**src/rtl/binarize_pkg.sv**
```systemverilog
// Shared types and constants for the HSV binarizer threshold controller.
package binarize_pkg;

    localparam int unsigned H_W = 9;
    localparam int unsigned S_W = 7;
    localparam int unsigned V_W = 6;

    localparam logic [2:0] FIELD_H_MAX  = 3'd0;
    localparam logic [2:0] FIELD_H_MIN  = 3'd1;
    localparam logic [2:0] FIELD_S_MAX  = 3'd2;
    localparam logic [2:0] FIELD_S_MIN  = 3'd3;
    localparam logic [2:0] FIELD_V_MAX  = 3'd4;
    localparam logic [2:0] FIELD_V_MIN  = 3'd5;
    localparam logic [2:0] FIELD_SEL    = 3'd6;
    localparam logic [2:0] FIELD_COMMIT = 3'd7;

    localparam logic [H_W-1:0] H_MAX_DEF = 9'd359;
    localparam logic [H_W-1:0] H_MIN_DEF = 9'd0;
    localparam logic [S_W-1:0] S_MAX_DEF = 7'd100;
    localparam logic [S_W-1:0] S_MIN_DEF = 7'd0;
    localparam logic [V_W-1:0] V_MAX_DEF = 6'd45;
    localparam logic [V_W-1:0] V_MIN_DEF = 6'd0;

    typedef struct packed {
        logic [H_W-1:0] h_max;
        logic [H_W-1:0] h_min;
        logic [S_W-1:0] s_max;
        logic [S_W-1:0] s_min;
        logic [V_W-1:0] v_max;
        logic [V_W-1:0] v_min;
    } thresh_set_t;

    localparam thresh_set_t PASS_ALL = '{
        h_max: H_MAX_DEF, h_min: H_MIN_DEF,
        s_max: S_MAX_DEF, s_min: S_MIN_DEF,
        v_max: V_MAX_DEF, v_min: V_MIN_DEF
    };

    typedef enum logic [1:0] {StIdle, StFrame, StDrain, StReport} state_t;

endpackage

```
**src/rtl/thresh_bank.sv**
```systemverilog
// Shadow/active threshold storage, frame-safe apply and selected-class output register.
// THRESH_READBACK_EN adds a registered shadow readback port.
module thresh_bank
    import binarize_pkg::*;
#(
    parameter int unsigned NUM_CLASS = 4,
    parameter int unsigned CLS_W     = $clog2(NUM_CLASS)
) (
    input  logic             clk,
    input  logic             rst,
    input  logic             wr_en,
    input  logic [CLS_W+2:0] wr_addr,
    input  logic [8:0]       wr_data,
    input  logic             idle,
`ifdef THRESH_READBACK_EN
    input  logic [CLS_W+2:0] rd_addr,
    output logic [8:0]       rd_data,
`endif
    output logic             pending,
    output thresh_set_t      thresh
);

    thresh_set_t      shadow_q [NUM_CLASS];
    thresh_set_t      shadow_d [NUM_CLASS];
    thresh_set_t      active_q [NUM_CLASS];
    logic [CLS_W-1:0] shadow_sel_q, shadow_sel_d;
    logic [CLS_W-1:0] active_sel_q;
    logic             pending_q, pending_d;
    thresh_set_t      thresh_q;
    logic             apply;

    logic [CLS_W-1:0] wr_cls;
    logic [2:0]       wr_fld;

    assign wr_cls = wr_addr[CLS_W+2:3];
    assign wr_fld = wr_addr[2:0];
    // A pending commit lands as soon as no frame is in flight.
    assign apply  = pending_q && idle;

    always_comb begin
        shadow_d     = shadow_q;
        shadow_sel_d = shadow_sel_q;
        pending_d    = pending_q;
        if (apply) pending_d = 1'b0;
        if (wr_en) begin
            case (wr_fld)
                FIELD_H_MAX:  shadow_d[wr_cls].h_max = wr_data[H_W-1:0];
                FIELD_H_MIN:  shadow_d[wr_cls].h_min = wr_data[H_W-1:0];
                FIELD_S_MAX:  shadow_d[wr_cls].s_max = wr_data[S_W-1:0];
                FIELD_S_MIN:  shadow_d[wr_cls].s_min = wr_data[S_W-1:0];
                FIELD_V_MAX:  shadow_d[wr_cls].v_max = wr_data[V_W-1:0];
                FIELD_V_MIN:  shadow_d[wr_cls].v_min = wr_data[V_W-1:0];
                FIELD_SEL:    shadow_sel_d = wr_data[CLS_W-1:0];
                FIELD_COMMIT: pending_d = 1'b1;
                default:      ;
            endcase
        end
    end

    always_ff @(posedge clk or posedge rst) begin
        if (rst) begin
            for (int i = 0; i < NUM_CLASS; i++) begin
                shadow_q[i] <= PASS_ALL;
                active_q[i] <= PASS_ALL;
            end
            shadow_sel_q <= '0;
            active_sel_q <= '0;
            pending_q    <= 1'b0;
            thresh_q     <= PASS_ALL;
        end else begin
            shadow_q     <= shadow_d;
            shadow_sel_q <= shadow_sel_d;
            pending_q    <= pending_d;
            // Copies pre-write shadow contents, so a same-cycle write waits for the next commit.
            if (apply) begin
                active_q     <= shadow_q;
                active_sel_q <= shadow_sel_q;
            end
            thresh_q <= active_q[active_sel_q];
        end
    end

    assign pending = pending_q;
    assign thresh  = thresh_q;

`ifdef THRESH_READBACK_EN
    logic [CLS_W-1:0] rd_cls;
    logic [2:0]       rd_fld;
    logic [8:0]       rd_mux;
    logic [8:0]       rd_data_q;

    assign rd_cls = rd_addr[CLS_W+2:3];
    assign rd_fld = rd_addr[2:0];

    always_comb begin
        rd_mux = '0;
        case (rd_fld)
            FIELD_H_MAX:  rd_mux = 9'(shadow_q[rd_cls].h_max);
            FIELD_H_MIN:  rd_mux = 9'(shadow_q[rd_cls].h_min);
            FIELD_S_MAX:  rd_mux = 9'(shadow_q[rd_cls].s_max);
            FIELD_S_MIN:  rd_mux = 9'(shadow_q[rd_cls].s_min);
            FIELD_V_MAX:  rd_mux = 9'(shadow_q[rd_cls].v_max);
            FIELD_V_MIN:  rd_mux = 9'(shadow_q[rd_cls].v_min);
            FIELD_SEL:    rd_mux = 9'(shadow_sel_q);
            FIELD_COMMIT: rd_mux = {8'b0, pending_q};
            default:      rd_mux = '0;
        endcase
    end

    always_ff @(posedge clk or posedge rst) begin
        if (rst) rd_data_q <= '0;
        else     rd_data_q <= rd_mux;
    end

    assign rd_data = rd_data_q;
`endif

endmodule

```
**src/rtl/binarize_thresh_ctrl.sv**
```systemverilog
// HSV binarizer controller: frame FSM, saturating pixel/hit counters, threshold bank.
// THRESH_READBACK_EN adds RD_ADDR/RD_DATA for shadow register readback.
module binarize_thresh_ctrl
    import binarize_pkg::*;
#(
    parameter int unsigned NUM_CLASS = 4,
    parameter int unsigned CNT_W     = 19,
    parameter int unsigned CLS_W     = $clog2(NUM_CLASS)
) (
    input  logic             CLK,
    input  logic             RST,
    input  logic             WR_EN,
    input  logic [CLS_W+2:0] WR_ADDR,
    input  logic [8:0]       WR_DATA,
    input  logic             FRAME_START,
    input  logic             FRAME_END,
    input  logic             BIN_VALID,
    input  logic             BIN_OUT,
`ifdef THRESH_READBACK_EN
    input  logic [CLS_W+2:0] RD_ADDR,
    output logic [8:0]       RD_DATA,
`endif
    output logic [H_W-1:0]   H_MAX,
    output logic [H_W-1:0]   H_MIN,
    output logic [S_W-1:0]   S_MAX,
    output logic [S_W-1:0]   S_MIN,
    output logic [V_W-1:0]   V_MAX,
    output logic [V_W-1:0]   V_MIN,
    output logic [CNT_W-1:0] FRAME_PIXELS,
    output logic [CNT_W-1:0] FRAME_HITS,
    output logic             REPORT_VALID,
    output logic             PENDING,
    output logic             BUSY
);

    state_t           state_q, state_d;
    logic [CNT_W-1:0] pix_cnt_q, hit_cnt_q;
    logic [CNT_W-1:0] frame_pixels_q, frame_hits_q;
    logic             report_valid_q;
    logic             counting;
    logic             clear;
    thresh_set_t      thresh;

    always_comb begin
        state_d = state_q;
        unique case (state_q)
            StIdle:   if (FRAME_START) state_d = StFrame;
            StFrame:  if (FRAME_END) state_d = StDrain;
            StDrain:  state_d = StReport;
            StReport: state_d = StIdle;
            default:  state_d = StIdle;
        endcase
    end

    always_ff @(posedge CLK or posedge RST) begin
        if (RST) state_q <= StIdle;
        else     state_q <= state_d;
    end

    // DRAIN keeps counting to catch the binarizer's last delayed VALID.
    assign counting = (state_q == StFrame) || (state_q == StDrain);
    assign clear    = (state_q == StIdle) && FRAME_START;

    always_ff @(posedge CLK or posedge RST) begin
        if (RST) begin
            pix_cnt_q <= '0;
            hit_cnt_q <= '0;
        end else if (clear) begin
            pix_cnt_q <= '0;
            hit_cnt_q <= '0;
        end else if (counting && BIN_VALID) begin
            if (!(&pix_cnt_q)) pix_cnt_q <= pix_cnt_q + 1'b1;
            if (BIN_OUT && !(&hit_cnt_q)) hit_cnt_q <= hit_cnt_q + 1'b1;
        end
    end

    always_ff @(posedge CLK or posedge RST) begin
        if (RST) begin
            frame_pixels_q <= '0;
            frame_hits_q   <= '0;
            report_valid_q <= 1'b0;
        end else begin
            report_valid_q <= (state_q == StReport);
            if (state_q == StReport) begin
                frame_pixels_q <= pix_cnt_q;
                frame_hits_q   <= hit_cnt_q;
            end
        end
    end

    thresh_bank #(
        .NUM_CLASS (NUM_CLASS),
        .CLS_W     (CLS_W)
    ) u_thresh_bank (
        .clk     (CLK),
        .rst     (RST),
        .wr_en   (WR_EN),
        .wr_addr (WR_ADDR),
        .wr_data (WR_DATA),
        .idle    (state_q == StIdle),
`ifdef THRESH_READBACK_EN
        .rd_addr (RD_ADDR),
        .rd_data (RD_DATA),
`endif
        .pending (PENDING),
        .thresh  (thresh)
    );

    assign H_MAX        = thresh.h_max;
    assign H_MIN        = thresh.h_min;
    assign S_MAX        = thresh.s_max;
    assign S_MIN        = thresh.s_min;
    assign V_MAX        = thresh.v_max;
    assign V_MIN        = thresh.v_min;
    assign FRAME_PIXELS = frame_pixels_q;
    assign FRAME_HITS   = frame_hits_q;
    assign REPORT_VALID = report_valid_q;
    assign BUSY         = counting;

endmodule

```
**config.mk**
```make
export PLATFORM = sky130hd
export DESIGN_NAME = binarize_thresh_ctrl
export DESIGN_NICKNAME = d
export VERILOG_FILES = /design/src/rtl/binarize_pkg.sv /design/src/rtl/thresh_bank.sv /design/src/rtl/binarize_thresh_ctrl.sv
export SDC_FILE = /design/constraint.sdc
export NUM_CORES = 1
export LEC_CHECK = 0
export ABC_AREA = 1
export BUFFER_PORTS_ARGS = -buffer_cell sky130_fd_sc_hd__buf_2
export CAP_MARGIN = 20
export CORE_MARGIN = 3
export CORE_UTILIZATION = 40
export CTS_BUF_LIST = sky130_fd_sc_hd__clkbuf_4 sky130_fd_sc_hd__clkbuf_8 sky130_fd_sc_hd__clkbuf_16
export CTS_CLUSTER_DIAMETER = 150
export CTS_CLUSTER_SIZE = 20
export DETAILED_ROUTE_END_ITERATION = 6
export GPL_TIMING_DRIVEN = 0
export REMOVE_ABC_BUFFERS = 1
export SKIP_CTS_REPAIR_TIMING = 1
export SYNTH_ARGS = -nofsm -noshare
export SYNTH_HDL_FRONTEND = slang
export SYNTH_SLANG_ARGS = --single-unit
```
**constraint.sdc**
```tcl
create_clock -name CLK -period 20.7 [get_ports CLK]
set_clock_uncertainty 0.15 [all_clocks]
set_input_delay 4.14 -clock CLK [delete_from_list [all_inputs] [get_ports CLK]]
set_output_delay 4.14 -clock CLK [all_outputs]
set_load 0.1 [all_outputs]
```
==> impl_metrics.ini <==
[status]
status = finished clean

[die]
die_area_sq_um = 52600
initial_utilization_pct = 40.7
dieHeight_um = 229
io_pins = 106
core-area_sq_um = 49100
rows = 81
die_w_um = 229

[routing]
viasPerCell = 4.95
vias = 13800
drtPass1Iterations = 6
drtIter0Drc = 1108
wl_per_cell_um = 16.4
route.detailed.drc = 0
finalWirelength_um = 45800
postRouteAntennaNets = 0

[global_routing]
grt_antenna_before_repair = 5
grt_max_degree = 125
grt_overflow = 0
grt_pass1_vias = 13700
grt_pass1_wl_um = 75100
grtUsageTotal_pct = 17.5

[synthesis]
yosys.area.top_type = dfrtp_1
syn_inst = 2066
yosysWarnings = 0
synth-edff-count = 0
synth_common_cells = dfrtp_1 (363), nand2_1 (358), o21ai_0 (312)
synthArstFlopShare_pct = 100
synth_most_common_cell = dfrtp_1
synthesis.area_sq_um = 19900
synthTopCellsByArea = dfrtp_1 (46%), dfstp_2 (15%), o21ai_0 (7.8%)
synth_seq_area_share_pct = 61.0
ys_types = 35
ys.flop_type = dfrtp_1
ys_seq_elements = 480
syn_avg_cell_area_sq_um = 9.65
synth_top_area_share_pct = 45.5

[power]
ir_drop_v = 0.000132
finalPower_w = 0.00339
p_leak_nw = 10.5
p_per_area_nw_per_um2 = 154

[sta]
maxSlewHeadroom_pct = 38.1
rsz0062_at_grt = no
period_needed_ns = 6.17
fin_tns_setup_ns = 0
slew_viol_final = 0
finalCritPeriodShare_pct = 29.8
hold_viol = 0
max_freq_mhz = 162
setup_viol_count_final = 0
worst_slew_pin_slew_ns = 0.926

[clocking]
htree_levels = 1
root_buffer = clkbuf_16
numCtsBuffers = 27
cts_tree = done
clock_latency_ns = 0.59
clk_pin_slew_worst_paths_ns = 0.09
clock-sinks = 480
clock_path_buffers = 3

[layout]
final_nets = 2135
post_layout_nonfiller_instances = 2792
fillCellCount = 4711
antenna_cells = 0
syn_to_final_growth_pct = 10.5
postLayoutCellArea_sq_um = 22000
multi_input_area_sq_um = 6470
regArea_sq_um = 12200
drive_gt1_share_pct = 19.5

[worst_setup_path]
endpoint_kind = output pin
crit_chain = inv_1, ha_1, buf_2
cp_data_arrival_time_ns = 1.88
r2r-end = u_thresh_bank.thresh[9]$_DFF_PP1_
critPathLaunch = state_q[0]$_DFFE_PP0P_
crit_type = flop to output pin
worstPathRequired_ns = 16.41
reg2reg_from = u_thresh_bank.active_sel_q[0]$_DFFE_PP0P_
ff2ff_setup_slack_ns = 18.11
reg2reg_depth = 4
slowest_delay_ns = 0.45
cp-start-kind = flop
crit_fanout = 4
crit_family = buffers and inverters
crit_buf_inv = 2
slowest_stage = buf_2

[place]
gp_congestion = 0.845
placed_cells = 2741
place_hpwl_um = 27900
port-buffer-count = 105
post_dp_cell_area_sq_um = 21200

[worst_hold_path]
hold_path_depth = 2
holdCritPathClass = flop to flop

[run]
max_cap_viol_count = 0
[tightest hold or removal path: cells and delay by family (launching register included)]
family / cells / cell delay (ns)
compound gates: 1 / 0.06
buf+inv: 1 / 0.05
flops: 1 / 0.37
[logic make-up (layout without fill, tap and decap cells)]
kind of cell	Yosys count	count (layout)	synth area share, %
buf+inv	330	392	6.63
fa+ha+maj	7	7	0.439
compound gates	459	459	11.9
mux	98	98	5.44
simple gates	677	677	14.0
flops	480	480	61.0
xor+xnor	15	15	0.659
[cell type report]
class                      instances  share of cell area, %
timing repair buffer             118                   3.88
multi-input combinational       1256                   29.4
clock inverter                     1                 0.0908
inverter                         224                   3.88
sequential                       480                   55.2
tap                              664                   3.77
clock buffer                      49                   3.81
[routing by layer]
| metal | global-route usage (%) | wire, um | up-vias |
|---|---|---|---|
| li1 | - | - | 6733 |
| met1 | 24.9 | 22000 | 6803 |
| met2 | 28.9 | 21300 | 223 |
| met3 | 2.20 | 1730 | 52 |
| met4 | 3.53 | 718 | 8 |
| met5 | 0 | 58 | - |
[stage by stage]
step	util, %	hold WS, ns	setup WS, ns
2_1_floorplan	-	0.296	3.21
3_3_place_gp	42.4	0.306	-1.81
3_5_place_dp	43.1	0.311	14.38
4_1_cts	44.9	0.323	14.46
5_1_grt	44.9	0.346	14.43
6_report	44.9	0.319	14.53
[cell usage in the layout, fill, tap and decap left out, types with 4 or more instances in the layout]
cell,netlist,final
a21oi_1,83,83
buf_16,0,10
buf_2,36,105
clkbuf_16,0,27
clkbuf_4,0,22
dfrtp_1,363,361
dfstp_2,117,117
ha_1,7,6
inv_1,216,214
inv_2,6,7
mux2_2,83,83
mux2i_1,15,15
nand2_1,358,357
nand2_2,9,9
nand3_1,36,36
nand4_1,18,18
nor2_1,231,230
nor2_2,7,8
nor2_4,6,6
o21ai_0,312,312
o21ai_1,11,11
o22ai_1,51,51
xnor2_1,4,4
xor2_1,11,11
[worst max-delay path by stage]
stage	end	slack, ns	cells past startpoint
2_1_floorplan	FRAME_HITS[0]$_DFFE_PP0P_	3.21	1
6_report	BUSY	14.53	3
4_1_cts	BUSY	14.46	3
3_3_place_gp	asynchronous set/reset pin	-1.81	2
3_5_place_dp	asynchronous set/reset pin	14.38	5
5_1_grt	BUSY	14.43	3
[report_power, final]
group	leakage, nW	switching (W)	internal, W
registers	5.64	0.000160	0.00130
logic	4.39	0.00101	0.000326
clock network	0.444	0.000309	0.000279
total	10.5	0.00148	0.00191
Note: power is estimated with default switching activity, not from simulation.
